**src/rtl/scan_mem_loader_pkg.sv**
```systemverilog
// Shared types and header field layout for the scan-chain memory loader.
package scan_loader_pkg;

    typedef enum logic [1:0] {
        IDLE   = 2'd0,
        HEADER = 2'd1,
        DATA   = 2'd2,
        CHECK  = 2'd3
    } state_e;

    typedef enum logic [1:0] {
        ERR_NONE  = 2'd0,
        ERR_CSUM  = 2'd1,
        ERR_ABORT = 2'd2,
        ERR_BANK  = 2'd3
    } err_e;

    function automatic int bank_width(input int num_banks);
        return (num_banks <= 2) ? 1 : $clog2(num_banks);
    endfunction

    function automatic int hdr_base_lsb();
        return 0;
    endfunction

    function automatic int hdr_count_lsb(input int addr_w);
        return addr_w;
    endfunction

    function automatic int hdr_bank_lsb(input int addr_w);
        return 2 * addr_w;
    endfunction

    function automatic int hdr_min_width(input int addr_w, input int bank_w);
        return 2 * addr_w + bank_w;
    endfunction

endpackage

```
**src/rtl/scan_mem_loader_if.sv**
```systemverilog
// Scan-side input pair plus the memory write port and frame status.
interface scan_mem_loader_if #(
    parameter int DATA_W    = 32,
    parameter int ADDR_W    = 9,
    parameter int NUM_BANKS = 4
);
    logic                 scan_in;
    logic                 scan_enable;
    logic [NUM_BANKS-1:0] mem_we;
    logic [ADDR_W-1:0]    mem_addr;
    logic [DATA_W-1:0]    mem_data;
    logic                 busy;
    logic                 done;
    logic [1:0]           err_code;

    modport master (
        input  scan_in, scan_enable,
        output mem_we, mem_addr, mem_data, busy, done, err_code
    );

    modport slave (
        output scan_in, scan_enable,
        input  mem_we, mem_addr, mem_data, busy, done, err_code
    );
endinterface

```
**src/rtl/scan_mem_loader_shift_reg.sv**
```systemverilog
// LSB-first deserialiser: presents the word being completed this cycle and
// flags the sample that finishes it.
module scan_shift_reg #(
    parameter int DATA_W = 32
) (
    input  logic              clk,
    input  logic              rst,
    input  logic              clear,
    input  logic              enable,
    input  logic              din,
    output logic [DATA_W-1:0] word,
    output logic              word_valid
);
    localparam int CNT_W = $clog2(DATA_W);
    localparam logic [CNT_W-1:0] LAST = CNT_W'(DATA_W - 1);

    // Only DATA_W-1 bits are stored; the final bit comes straight from din.
    logic [DATA_W-2:0] shift_r;
    logic [CNT_W-1:0]  cnt_r;

    // Shift register and wrapping bit counter.
    always_ff @(posedge clk or posedge rst) begin
        if (rst) begin
            shift_r <= '0;
            cnt_r   <= '0;
        end else if (clear) begin
            shift_r <= '0;
            cnt_r   <= '0;
        end else if (enable) begin
            shift_r <= word[DATA_W-1:1];
            cnt_r   <= (cnt_r == LAST) ? '0 : cnt_r + CNT_W'(1'b1);
        end else begin
            shift_r <= shift_r;
            cnt_r   <= cnt_r;
        end
    end

    // Word assembly and completion flag for the current sample.
    always_comb begin
        word       = {din, shift_r};
        word_valid = enable && !clear && (cnt_r == LAST);
    end

endmodule

```
**src/rtl/scan_mem_loader.sv**
```systemverilog
// Frame decoder: header/data/checksum FSM driving registered bank writes
// and frame status.
module scan_mem_loader
    import scan_loader_pkg::*;
#(
    parameter int DATA_W    = 32,
    parameter int ADDR_W    = 9,
    parameter int NUM_BANKS = 4
) (
    input  logic               scan_clk,
    input  logic               reset,
    scan_mem_loader_if.master  bus
);
    localparam int BANK_W   = bank_width(NUM_BANKS);
    localparam int BASE_LSB = hdr_base_lsb();
    localparam int CNT_LSB  = hdr_count_lsb(ADDR_W);
    localparam int BANK_LSB = hdr_bank_lsb(ADDR_W);

    logic [DATA_W-1:0]    word_s;
    logic                 word_valid_s;
    logic                 clear_s;
    logic [BANK_W-1:0]    hdr_bank_s;
    logic                 hdr_bank_ok_s;
    logic [NUM_BANKS-1:0] hdr_onehot_s;

    state_e               state_r;
    err_e                 err_r;
    logic [ADDR_W-1:0]    addr_r;
    logic [ADDR_W-1:0]    remain_r;
    logic [NUM_BANKS-1:0] onehot_r;
    logic                 bank_ok_r;
    logic [DATA_W-1:0]    csum_r;
    logic [NUM_BANKS-1:0] mem_we_r;
    logic [ADDR_W-1:0]    mem_addr_r;
    logic [DATA_W-1:0]    mem_data_r;
    logic                 busy_r;
    logic                 done_r;

    scan_shift_reg #(.DATA_W(DATA_W)) u_shift (
        .clk        (scan_clk),
        .rst        (reset),
        .clear      (clear_s),
        .enable     (bus.scan_enable),
        .din        (bus.scan_in),
        .word       (word_s),
        .word_valid (word_valid_s)
    );

    // Abort detection and header bank decode.
    always_comb begin
        clear_s       = !bus.scan_enable && (state_r != IDLE);
        hdr_bank_s    = word_s[BANK_LSB +: BANK_W];
        hdr_bank_ok_s = (int'(hdr_bank_s) < NUM_BANKS);
        hdr_onehot_s  = {{(NUM_BANKS-1){1'b0}}, 1'b1} << hdr_bank_s;
    end

    // Frame FSM with address/count tracking, checksum and output registers.
    always_ff @(posedge scan_clk or posedge reset) begin
        if (reset) begin
            state_r    <= IDLE;
            err_r      <= ERR_NONE;
            addr_r     <= '0;
            remain_r   <= '0;
            onehot_r   <= '0;
            bank_ok_r  <= 1'b0;
            csum_r     <= '0;
            mem_we_r   <= '0;
            mem_addr_r <= '0;
            mem_data_r <= '0;
            busy_r     <= 1'b0;
            done_r     <= 1'b0;
        end else begin
            mem_we_r <= '0;
            done_r   <= 1'b0;
            if (clear_s) begin
                state_r <= IDLE;
                busy_r  <= 1'b0;
                err_r   <= ERR_ABORT;
            end else begin
                case (state_r)
                    IDLE: begin
                        if (bus.scan_enable) begin
                            state_r <= HEADER;
                            busy_r  <= 1'b1;
                            err_r   <= ERR_NONE;
                        end
                    end
                    HEADER: begin
                        if (word_valid_s) begin
                            addr_r    <= word_s[BASE_LSB +: ADDR_W];
                            remain_r  <= word_s[CNT_LSB +: ADDR_W];
                            onehot_r  <= hdr_onehot_s;
                            bank_ok_r <= hdr_bank_ok_s;
                            csum_r    <= '0;
                            state_r   <= DATA;
                        end
                    end
                    DATA: begin
                        if (word_valid_s) begin
                            if (bank_ok_r) begin
                                mem_we_r   <= onehot_r;
                                mem_addr_r <= addr_r;
                                mem_data_r <= word_s;
                            end
                            addr_r <= addr_r + ADDR_W'(1'b1);
                            csum_r <= csum_r ^ word_s;
                            if (remain_r == '0) begin
                                state_r <= CHECK;
                            end else begin
                                remain_r <= remain_r - ADDR_W'(1'b1);
                            end
                        end
                    end
                    CHECK: begin
                        if (word_valid_s) begin
                            done_r  <= 1'b1;
                            busy_r  <= 1'b0;
                            state_r <= IDLE;
                            if (!bank_ok_r) begin
                                err_r <= ERR_BANK;
                            end else if (word_s != csum_r) begin
                                err_r <= ERR_CSUM;
                            end else begin
                                err_r <= ERR_NONE;
                            end
                        end
                    end
                    default: begin
                        state_r <= IDLE;
                        busy_r  <= 1'b0;
                    end
                endcase
            end
        end
    end

    assign bus.mem_we   = mem_we_r;
    assign bus.mem_addr = mem_addr_r;
    assign bus.mem_data = mem_data_r;
    assign bus.busy     = busy_r;
    assign bus.done     = done_r;
    assign bus.err_code = err_r;

endmodule

```
**src/flat_wrapper.sv**
```systemverilog
// flat-port wrapper written by rule: the top's interface ports become plain ports
module scan_mem_loader_flat import scan_loader_pkg::*;
#(
    parameter int DATA_W    = 32,
    parameter int ADDR_W    = 9,
    parameter int NUM_BANKS = 4
)
  (scan_clk, reset, bus_scan_in, bus_scan_enable, bus_mem_we, bus_mem_addr, bus_mem_data, bus_busy, bus_done, bus_err_code);
  scan_mem_loader_if #(.DATA_W(DATA_W), .ADDR_W(ADDR_W), .NUM_BANKS(NUM_BANKS)) bus_i ();
  input  logic scan_clk;
  input  logic reset;
  input wire logic [$bits(bus_i.scan_in)-1:0] bus_scan_in;
  input wire logic [$bits(bus_i.scan_enable)-1:0] bus_scan_enable;
  output wire logic [$bits(bus_i.mem_we)-1:0] bus_mem_we;
  output wire logic [$bits(bus_i.mem_addr)-1:0] bus_mem_addr;
  output wire logic [$bits(bus_i.mem_data)-1:0] bus_mem_data;
  output wire logic [$bits(bus_i.busy)-1:0] bus_busy;
  output wire logic [$bits(bus_i.done)-1:0] bus_done;
  output wire logic [$bits(bus_i.err_code)-1:0] bus_err_code;
  assign bus_i.scan_in = bus_scan_in;
  assign bus_i.scan_enable = bus_scan_enable;
  assign bus_mem_we = bus_i.mem_we;
  assign bus_mem_addr = bus_i.mem_addr;
  assign bus_mem_data = bus_i.mem_data;
  assign bus_busy = bus_i.busy;
  assign bus_done = bus_i.done;
  assign bus_err_code = bus_i.err_code;
  scan_mem_loader #(.DATA_W(DATA_W), .ADDR_W(ADDR_W), .NUM_BANKS(NUM_BANKS)) u_core (.scan_clk(scan_clk), .reset(reset), .bus(bus_i));
endmodule
```
**config.mk**
```make
export PLATFORM = sky130hd
export DESIGN_NAME = scan_mem_loader_flat
export DESIGN_NICKNAME = d
export VERILOG_FILES = /design/src/rtl/scan_mem_loader_pkg.sv /design/src/rtl/scan_mem_loader_if.sv /design/src/rtl/scan_mem_loader_shift_reg.sv /design/src/rtl/scan_mem_loader.sv /design/src/flat_wrapper.sv
export SDC_FILE = /design/constraint.sdc
export NUM_CORES = 1
export LEC_CHECK = 0
export BUFFER_PORTS_ARGS = -buffer_cell sky130_fd_sc_hd__buf_2
export CAP_MARGIN = 10
export CORE_MARGIN = 2
export CORE_UTILIZATION = 60
export CTS_CLUSTER_DIAMETER = 150
export DETAILED_ROUTE_END_ITERATION = 6
export PLACE_DENSITY = 0.91
export SETUP_SLACK_MARGIN = 0.2
export SLEW_MARGIN = 20
export SYNTH_ARGS = -nofsm -noshare
export SYNTH_HDL_FRONTEND = slang
export SYNTH_SLANG_ARGS = --single-unit
```
**constraint.sdc**
```tcl
create_clock -name scan_clk -period 5.3 [get_ports scan_clk]
set_input_delay 1.06 -clock scan_clk [delete_from_list [all_inputs] [get_ports scan_clk]]
set_output_delay 1.06 -clock scan_clk [all_outputs]
set_load 0.01 [all_outputs]
```
Word-level counts from Yosys, hierarchy flattened --
Cells that the tools add are included.
Word-level totals: register bits 142, bits in latches 0, RAM bits 0, memory bits (read-only) 0, input bits 4, output and inout bits 49, word-level logic and storage cells 89, memories kept 0
Operators by class: add/subtract/negate cells 3, multiply operators 0, div/mod/pow operators 0, $lt $le $gt $ge 0, equal/unequal tests 13, shift-type cells 1, mux-type cells 39, bitwise logic cells 2, reduce and logical (&&, ||, !) cells 17
Operators with widths (number):
- 32-bit 2-to-1 mux | 2
- 32-bit case mux with 2 select lines | 1
- 31-bit 2-to-1 mux | 2
- 9-bit 2-to-1 mux | 5
- 9-bit case mux with 2 select lines | 2
- 32-bit != test | 1
- 32-bit bitwise XOR | 1
- 2-bit 2-to-1 mux | 10
- 4-bit 2-to-1 mux | 4
- 5-bit 2-to-1 mux | 3
- 3-bit != test, second input constant | 4
- 5-bit AND reduction | 2
- 9-bit by 1-bit adder with 9-bit output, second input constant | 1
- 9-bit logical NOT | 1
- 9-bit by 1-bit subtractor with 9-bit output, second input constant | 1
- 2-bit case mux with 4 select lines | 1
- 4-bit AND reduction | 2
- 1-bit 2-to-1 mux | 7
- 2-bit != test, second input constant | 3
- 3-bit AND reduction | 2
- 2-bit nonzero test | 3
- 5-bit by 1-bit adder with 5-bit output, second input constant | 1
- 5-bit equality test, second input constant | 1
- 2-bit equality test, second input constant | 2
- other kinds (10) | 13

Logic depth before layout (Yosys ltp) --
Gate-level depths: netlist of the first run.
depth after elaboration 8, mapped depth 10, depth with buffers taken out 8

By module --
Synthesis of the first run repeated with hierarchy kept, for this count alone.
Second synthesis, totals: cell total of the unflattened synthesis 640, area total of the unflattened synthesis 6912.9 um2
By module, submodules not included:
- scan_mem_loader | instances 1, cells each 510, area an instance 5370.2 um2, sequential area each 2652.5 um2
- scan_shift_reg | instances 1, cells each 130, area an instance 1542.7 um2, sequential area each 900.9 um2

Least setup slack after synthesis of the first run --
OpenSTA, ideal clock, no wires.
kind input to register, start point in bus_scan_enable, end point reg u_core.addr_r[8], library setup time 0.126 ns, arrival time 2.251 ns, data required time 5.174 ns, slack 2.924 ns, cell stages on the path 6, buffers on the path 2, path through clkbuf_1 > nand2_1 > o31ai_1 > nand2_1 > clkbuf_1 > a221o_1
On the way: word-level cells in the longest chain between the ends 7, elaborated cells on any way between the ends 9, those cells by class 2 x eq/ne; 1 x bitwise; 6 x reduce/logical
RTL lines:
- start, declared | line flat_wrapper.sv:13 | input wire logic [$bits(bus_i.scan_enable)-1:0] bus_scan_enable;
- 1-bit logical NOT | line scan_mem_loader.sv:51 | clear_s = !bus.scan_enable && (state_r != IDLE);
- 1-bit logical AND | line scan_mem_loader.sv:51
- 1-bit logical NOT | line scan_mem_loader_shift_reg.sv:41 | word_valid = enable && !clear && (cnt_r == LAST);
- 1-bit logical AND (2 in a row) | line scan_mem_loader_shift_reg.sv:41
- 2-bit != test (no line)
- 4-bit AND reduction (no line) *
- end signal, assigned | line scan_mem_loader.sv:90 | addr_r <= word_s[BASE_LSB +: ADDR_W];
- end signal, assigned | line scan_mem_loader.sv:105 | addr_r <= addr_r + ADDR_W'(1'b1);
- end, declared | line scan_mem_loader.sv:28 | logic [ADDR_W-1:0] addr_r;
Mark *: on every way between the ends. The rest lies on a longest branch, timed or not. A chain may end at the register's enable or synchronous reset.

Worst setup path in the final report of the first run --
start point in bus_scan_enable, end point reg u_core.csum_r[24]
On the way: word-level cells in the longest chain between the ends 7, elaborated cells on any way between the ends 9, those cells by class 2 x eq/ne; 1 x bitwise; 6 x reduce/logical
RTL lines:
- 1-bit logical NOT | line scan_mem_loader.sv:51
- 1-bit logical AND | line scan_mem_loader.sv:51
- 1-bit logical NOT | line scan_mem_loader_shift_reg.sv:41
- 1-bit logical AND (2 in a row) | line scan_mem_loader_shift_reg.sv:41
- 2-bit != test (no line)
- 4-bit AND reduction (no line) *
- end signal, assigned | line scan_mem_loader.sv:106 | csum_r <= csum_r ^ word_s;
- end, declared | line scan_mem_loader.sv:32 | logic [DATA_W-1:0] csum_r;
Marked as above.

==> metrics.cfg, run 1 <==
[drt]
dr_total_vias=5328
drt-pass1-iter-count=5
route.antenna.remaining_nets=0
viasPerCell=6.10
drt_iter0_markers=402
drc=0
routed_wl_um=15200
wl_per_cell_um=17.4

[timing]
rsz0062_at_grt=no
setup_tns_ps=0
min_period_over_period=0.576
setup_violations=0
slew_viol_final=0
max_freq_ghz=0.328
clock_skew_ps=4.92
fin_crit_ps=3050
fin_hold_ws_ps=480
relSlewSlack=0.294
hold_viol=0
worstMarginPinSlew_ps=1050

[layout]
layout_commonest_cell=dfrtp_1
area_growth_pct=15.1
num_antenna_cells=0
final_cell_mix=dfrtp_1, o21ai_0, nand2_1
drive_above_1_share=0.183
fin_nets=733

[pwr]
irDropWorstVdd_mv=0.257
power_leakage_nw=3.61
p_per_area_nw_per_um2=456
total_power_mw=3.50

[floorplan]
rows=38
ios=53
start_util=0.614
die_x_um=109
die_h_um=109
core_area_um2=10800
die_area_um2=12000

[placed_design]
dp_hpwl_um=9140
place.gp.congestion=0.878
port_buffers=52

[global_route]
grt_pass1_wl_um=25200
grt_antenna_before_repair=0
grt_start_max_net_pins=91
grt_pass1_vias=5188
grt_usage=0.272
gr-total-overflow=0

[synthesis]
ys_ff_latch=142
synth_edf_count=0
syn_avg_cell_area_um2=9.73
ys_types=55
netlist_area_um2=6660
netlist_instances=684
async_flop_share=1.00
synth.area.top_cells=dfrtp_1, o21ai_0, mux2_2, nand2_1, nand2b_1
ys_warn_count=0
ys.flop_type=dfrtp_1
synth_top_area_share=0.534
synth-seq-area-share=0.534
yosys.area.top_type=dfrtp_1
synth_nets=696

[clock_network]
cts_hold_buf=0
clockBufferDepth=2
cts_made_buffers=17
cts.sinks=142
htree_levels=4
cts_tree=yes
postCtsSetupBuffers=0
path_clk_slew_ps=60
ctsResizeCount=0
root_buffer=clkbuf_8
insertion_delay_ps=530

[run]
cap_violations=0

[hold_path]
hold_class=flop to flop

[run_status]
status=finished clean

[worst_setup_path]
cp-end-kind=flop
worstSetupStartpointType=input port
path_class=input port to flop
crit_fanout=74
worstPathRequired_ps=5730
arrival_ps=3480

-- path summary, 6_finish.rpt --
path                       slack [ps]                                   to  depth (start not counted)                            from
hold / removal                    480       u_core.onehot_r[2]$_DFFE_PP0P_                          2  u_core.onehot_r[2]$_DFFE_PP0P_
hold reg to reg                   480       u_core.onehot_r[2]$_DFFE_PP0P_                          2  u_core.onehot_r[2]$_DFFE_PP0P_
min in group asynchronous         680         u_core.addr_r[8]$_DFFE_PP0P_                          2                           reset
setup reg to reg                 2350         u_core.addr_r[6]$_DFFE_PP0P_                          7   u_core.state_r[0]$_DFFE_PP0P_
setup / recovery                 2250        u_core.csum_r[24]$_DFFE_PP0P_                          7                 bus_scan_enable
max in group asynchronous        3430  u_core.bus.mem_data[18]$_DFFE_PP0P_                          3                           reset
-- worst max-delay path, stage by stage --
cell and delay [ps]:
buf_2 100, buf_4 520, nand2_1 210, o31ai_1 200, and2_1 640, nand2_1 420, o21ai_0 310
-- per-stage QoR --
step	cell area, um2	std cells	util	setup slack [ps]
2_1_floorplan	6660	684	-	430
3_3_place_gp	6970	842	0.643	1960
3_5_place_dp	6970	842	0.643	1770
4_1_cts	7660	873	0.707	2290
5_1_grt	7660	873	0.707	2050
6_report	7660	873	0.707	2250
-- per-layer routing --
| metal | part of all wire | vias up | GRT usage |
|---|---|---|---|
| met5 | 0 | - | 0 |
| met4 | 0.023 | 0 | 0.109 |
| met3 | 0.062 | 45 | 0.0652 |
| met1 | 0.42 | 2629 | 0.349 |
| met2 | 0.50 | 214 | 0.448 |
| li1 | - | 2440 | - |
-- synthesized netlist by cell type, types with 2 or more instances --
library cell / instances
and2_1: 2
nor4_1: 3
a22oi_1: 2
nand2_1: 101
buf_2: 4
buf_1: 3
o311ai_0: 2
o22ai_1: 4
nand3_1: 14
o31ai_1: 5
xnor2_1: 12
a21oi_1: 25
ha_1: 8
a31oi_1: 3
mux2_2: 36
mux2i_1: 3
o2111ai_1: 3
nor3_1: 8
o21bai_1: 2
nor2_1: 41
and4_1: 2
a2bb2oi_1: 5
o21ai_0: 106
clkbuf_1: 31
inv_1: 20
nand4_1: 8
dfrtp_1: 142
a22o_1: 9
nand2b_1: 29
nor2b_1: 26
-- report_power, final --
group,internal [mW],total [mW],switching (mW)
clock,0.941,1.39,0.450
sequential,1.20,1.31,0.119
combinational,0.274,0.791,0.517
-- cell families after synthesis --
logic type / after synthesis / share of synthesized area
AND/OR/NAND/NOR: 246 / 0.179
AO/OA/AOI/OAI: 176 / 0.154
buffers and inverters: 61 / 0.0372
flip-flops: 142 / 0.534
XOR/XNOR: 12 / 0.0158
adder cells (fa/ha/maj): 8 / 0.0150
multiplexers: 39 / 0.0654
-- flip-flops by register name, summed over array words and instances, names as in the netlist --
name and flops:
u_core.u_shift.shift_r 31, u_core.bus.mem_data 32, u_core.bus.mem_addr 9, u_core.bus.busy 1
u_core.bus.mem_we 4, u_core.onehot_r 4, u_core.bus.done 1, u_core.remain_r 9
u_core.addr_r 9, u_core.bus.err_code 2, u_core.csum_r 32, u_core.state_r 2
u_core.bank_ok_r 1, u_core.u_shift.cnt_r 5
-- cell type report --
| class | count | area [um2] |
|---|---|---|
| Inverter | 21 | 83.8 |
| Fill cell | 755 | 3180 |
| Sequential cell | 142 | 3550 |
| Clock inverter | 11 | 235 |
| Clock buffer | 20 | 455 |
| Timing Repair Buffer | 58 | 305 |
| Tap cell | 140 | 175 |
| Multi-Input combinational cell | 481 | 2850 |
No activity file was read; power rests on OpenSTA's default activity.
==> inputs of run 2 (changes only) <==
clock period = 3.1 ns   (was 5.3 ns; I/O delays follow)
==> run 2 against run 1 <==
Count of clock-buffer cells in the layout stayed put. First-iteration DRC count is 17% higher. Global-route usage is 1.5 points higher. Sequential power grew 71%. Critical path depth is 1 higher. Die area stayed put. Combinational power grew 74%. Core utilization decreased by 0.46 points. Cell area decreased by 0.65%. Critical path type is now flop to flop. Critical endpoint is now u_core.csum_r[20]$_DFFE_PP0P_.
==> metrics.cfg, run 2 (same netlist as run 1, synthesis figures left out) <==
[worst_setup_path]
path_class=flop to flop
cp-end-kind=flop
crit_fanout=18  ; -76%
worstPathRequired_ps=3550  ; -2180 ps
arrival_ps=3010  ; -470 ps
worstSetupStartpointType=flop

[clock_network]
cts_tree=yes
cts.sinks=142  ; unchanged
cts_made_buffers=17  ; unchanged
cts_hold_buf=0  ; unchanged
path_clk_slew_ps=60  ; about the same
clockBufferDepth=2  ; unchanged
insertion_delay_ps=550  ; +20 ps
htree_levels=4  ; unchanged
root_buffer=clkbuf_8
ctsResizeCount=0  ; unchanged
postCtsSetupBuffers=0  ; unchanged

[timing]
slew_viol_final=0  ; unchanged
rsz0062_at_grt=no
fin_crit_ps=2560
worstMarginPinSlew_ps=854  ; -199 ps
relSlewSlack=0.430  ; +0.136
setup_tns_ps=0  ; unchanged
clock_skew_ps=8.25  ; +3.34 ps
min_period_over_period=0.826
hold_viol=0  ; unchanged
worst_slack_ps=540  ; -1710 ps
setup_violations=0  ; unchanged
max_freq_ghz=0.391

[layout]
area_growth_pct=14.4
multi_input_area_um2=2860  ; about the same
layout_commonest_cell=dfrtp_1
final-seq-area_um2=3550  ; unchanged
fin_nets=736  ; +0.41%
final_cell_mix=dfrtp_1, o21ai_0, nand2_1
fillers=763  ; +1.1%
drive_above_1_share=0.183  ; +0.000614
num_antenna_cells=0  ; unchanged

[global_route]
grt_start_max_net_pins=74  ; -19%
grt_pass1_vias=5320  ; +2.5%
grt_pass1_wl_um=26300  ; +4.6%
grt_antenna_before_repair=0  ; unchanged
gr-total-overflow=0  ; unchanged
grt_usage=0.288  ; +0.0153

[floorplan]
die_x_um=109  ; unchanged
start_util=0.614  ; unchanged
die_h_um=109  ; unchanged
die_area_um2=12000  ; unchanged
rows=38  ; unchanged
core_area_um2=10800  ; unchanged
ios=53  ; unchanged

[drt]
wl_per_cell_um=17.7  ; +2.0%
viasPerCell=6.08  ; -0.36%
dr_total_vias=5327  ; -0.019%
drc=0  ; unchanged
drt-pass1-iter-count=5  ; unchanged
drt_iter0_markers=472  ; +17%
route.antenna.remaining_nets=0  ; unchanged
routed_wl_um=15500  ; +2.3%

[placed_design]
port_buffers=52  ; unchanged
dp_hpwl_um=9680  ; +5.9%
place.gp.congestion=0.903  ; +2.9%
place_ws_ps=392  ; -1380 ps

[pwr]
irDropWorstVdd_mv=0.516  ; +100%
p_per_area_nw_per_um2=748  ; +64%
power_leakage_nw=3.58  ; -0.82%

[run]
cap_violations=0  ; unchanged

[run_status]
status=finished clean

[hold_path]
hold_class=input port to async pin

==> run 2: per-stage QoR <==
| stage | cell area, um2 | hold slack, ps | util | std cells | power (mW) |
|---|---|---|---|---|---|
| CTS | 7610 | 264 | 0.702 | 876 | 5.69 |
| floorplan | 6660 | 438 | - | 684 | 3.24 |
| finish | 7610 | 239 | 0.702 | 876 | 5.69 |
| detailed placement | 7020 | 467 | 0.647 | 845 | 3.59 |
| global route | 7610 | 304 | 0.702 | 876 | 5.98 |
| global placement | 7020 | 455 | 0.647 | 845 | 3.49 |
==> run 2: final cells by class <==
type,instances,share of cell area
Inverter,21,0.0108
Multi-Input combinational cell,481,0.375
Timing Repair Buffer,61,0.0464
Sequential cell,142,0.467
Clock buffer,20,0.0559
Clock inverter,11,0.0220
Tap cell,140,0.0230
==> run 2: path summary, 6_finish.rpt <==
path                                                          end                                 from  slack (ps)  cells past startpoint
max reg2reg                         u_core.csum_r[20]$_DFFE_PP0P_  u_core.u_shift.cnt_r[0]$_DFFE_PP0P_         540                      8
min                           u_core.u_shift.cnt_r[3]$_DFFE_PP0P_                                reset         240                      2
max in group asynchronous   u_core.u_shift.shift_r[6]$_DFFE_PP0P_                                reset        2110                      3
max                                 u_core.csum_r[20]$_DFFE_PP0P_  u_core.u_shift.cnt_r[0]$_DFFE_PP0P_         540                      8
min in group scan_clk      u_core.u_shift.shift_r[30]$_DFFE_PP0P_                          bus_scan_in         360                      3
min reg2reg                   u_core.bus.mem_data[20]$_DFFE_PP0P_  u_core.bus.mem_data[20]$_DFFE_PP0P_         480                      2
==> run 2: critical path, stage by stage, from the launching register on <==
cell and delay, ps:
dfrtp_1 400, ha_1 230, and3_1 180, ha_1 240
nand2_1 120, o31ai_1 150, and2_2 490, nand2_1 350
o21ai_0 300
==> run 2: layer usage <==
| metal | share of wire | routed length (um) | global-route usage |
|---|---|---|---|
| met5 | 0 | 0 | 0 |
| met3 | 0.058 | 907 | 0.0563 |
| met2 | 0.51 | 7900 | 0.476 |
| met1 | 0.41 | 6380 | 0.375 |
| met4 | 0.022 | 349 | 0.115 |
==> run 2: where the power goes <==
part           internal [mW]  leakage (nW)  switching, mW  total, mW
logic                  0.478          1.34          0.899       1.38
registers               2.04          1.95          0.197       2.24
clock network           1.30         0.285          0.776       2.08
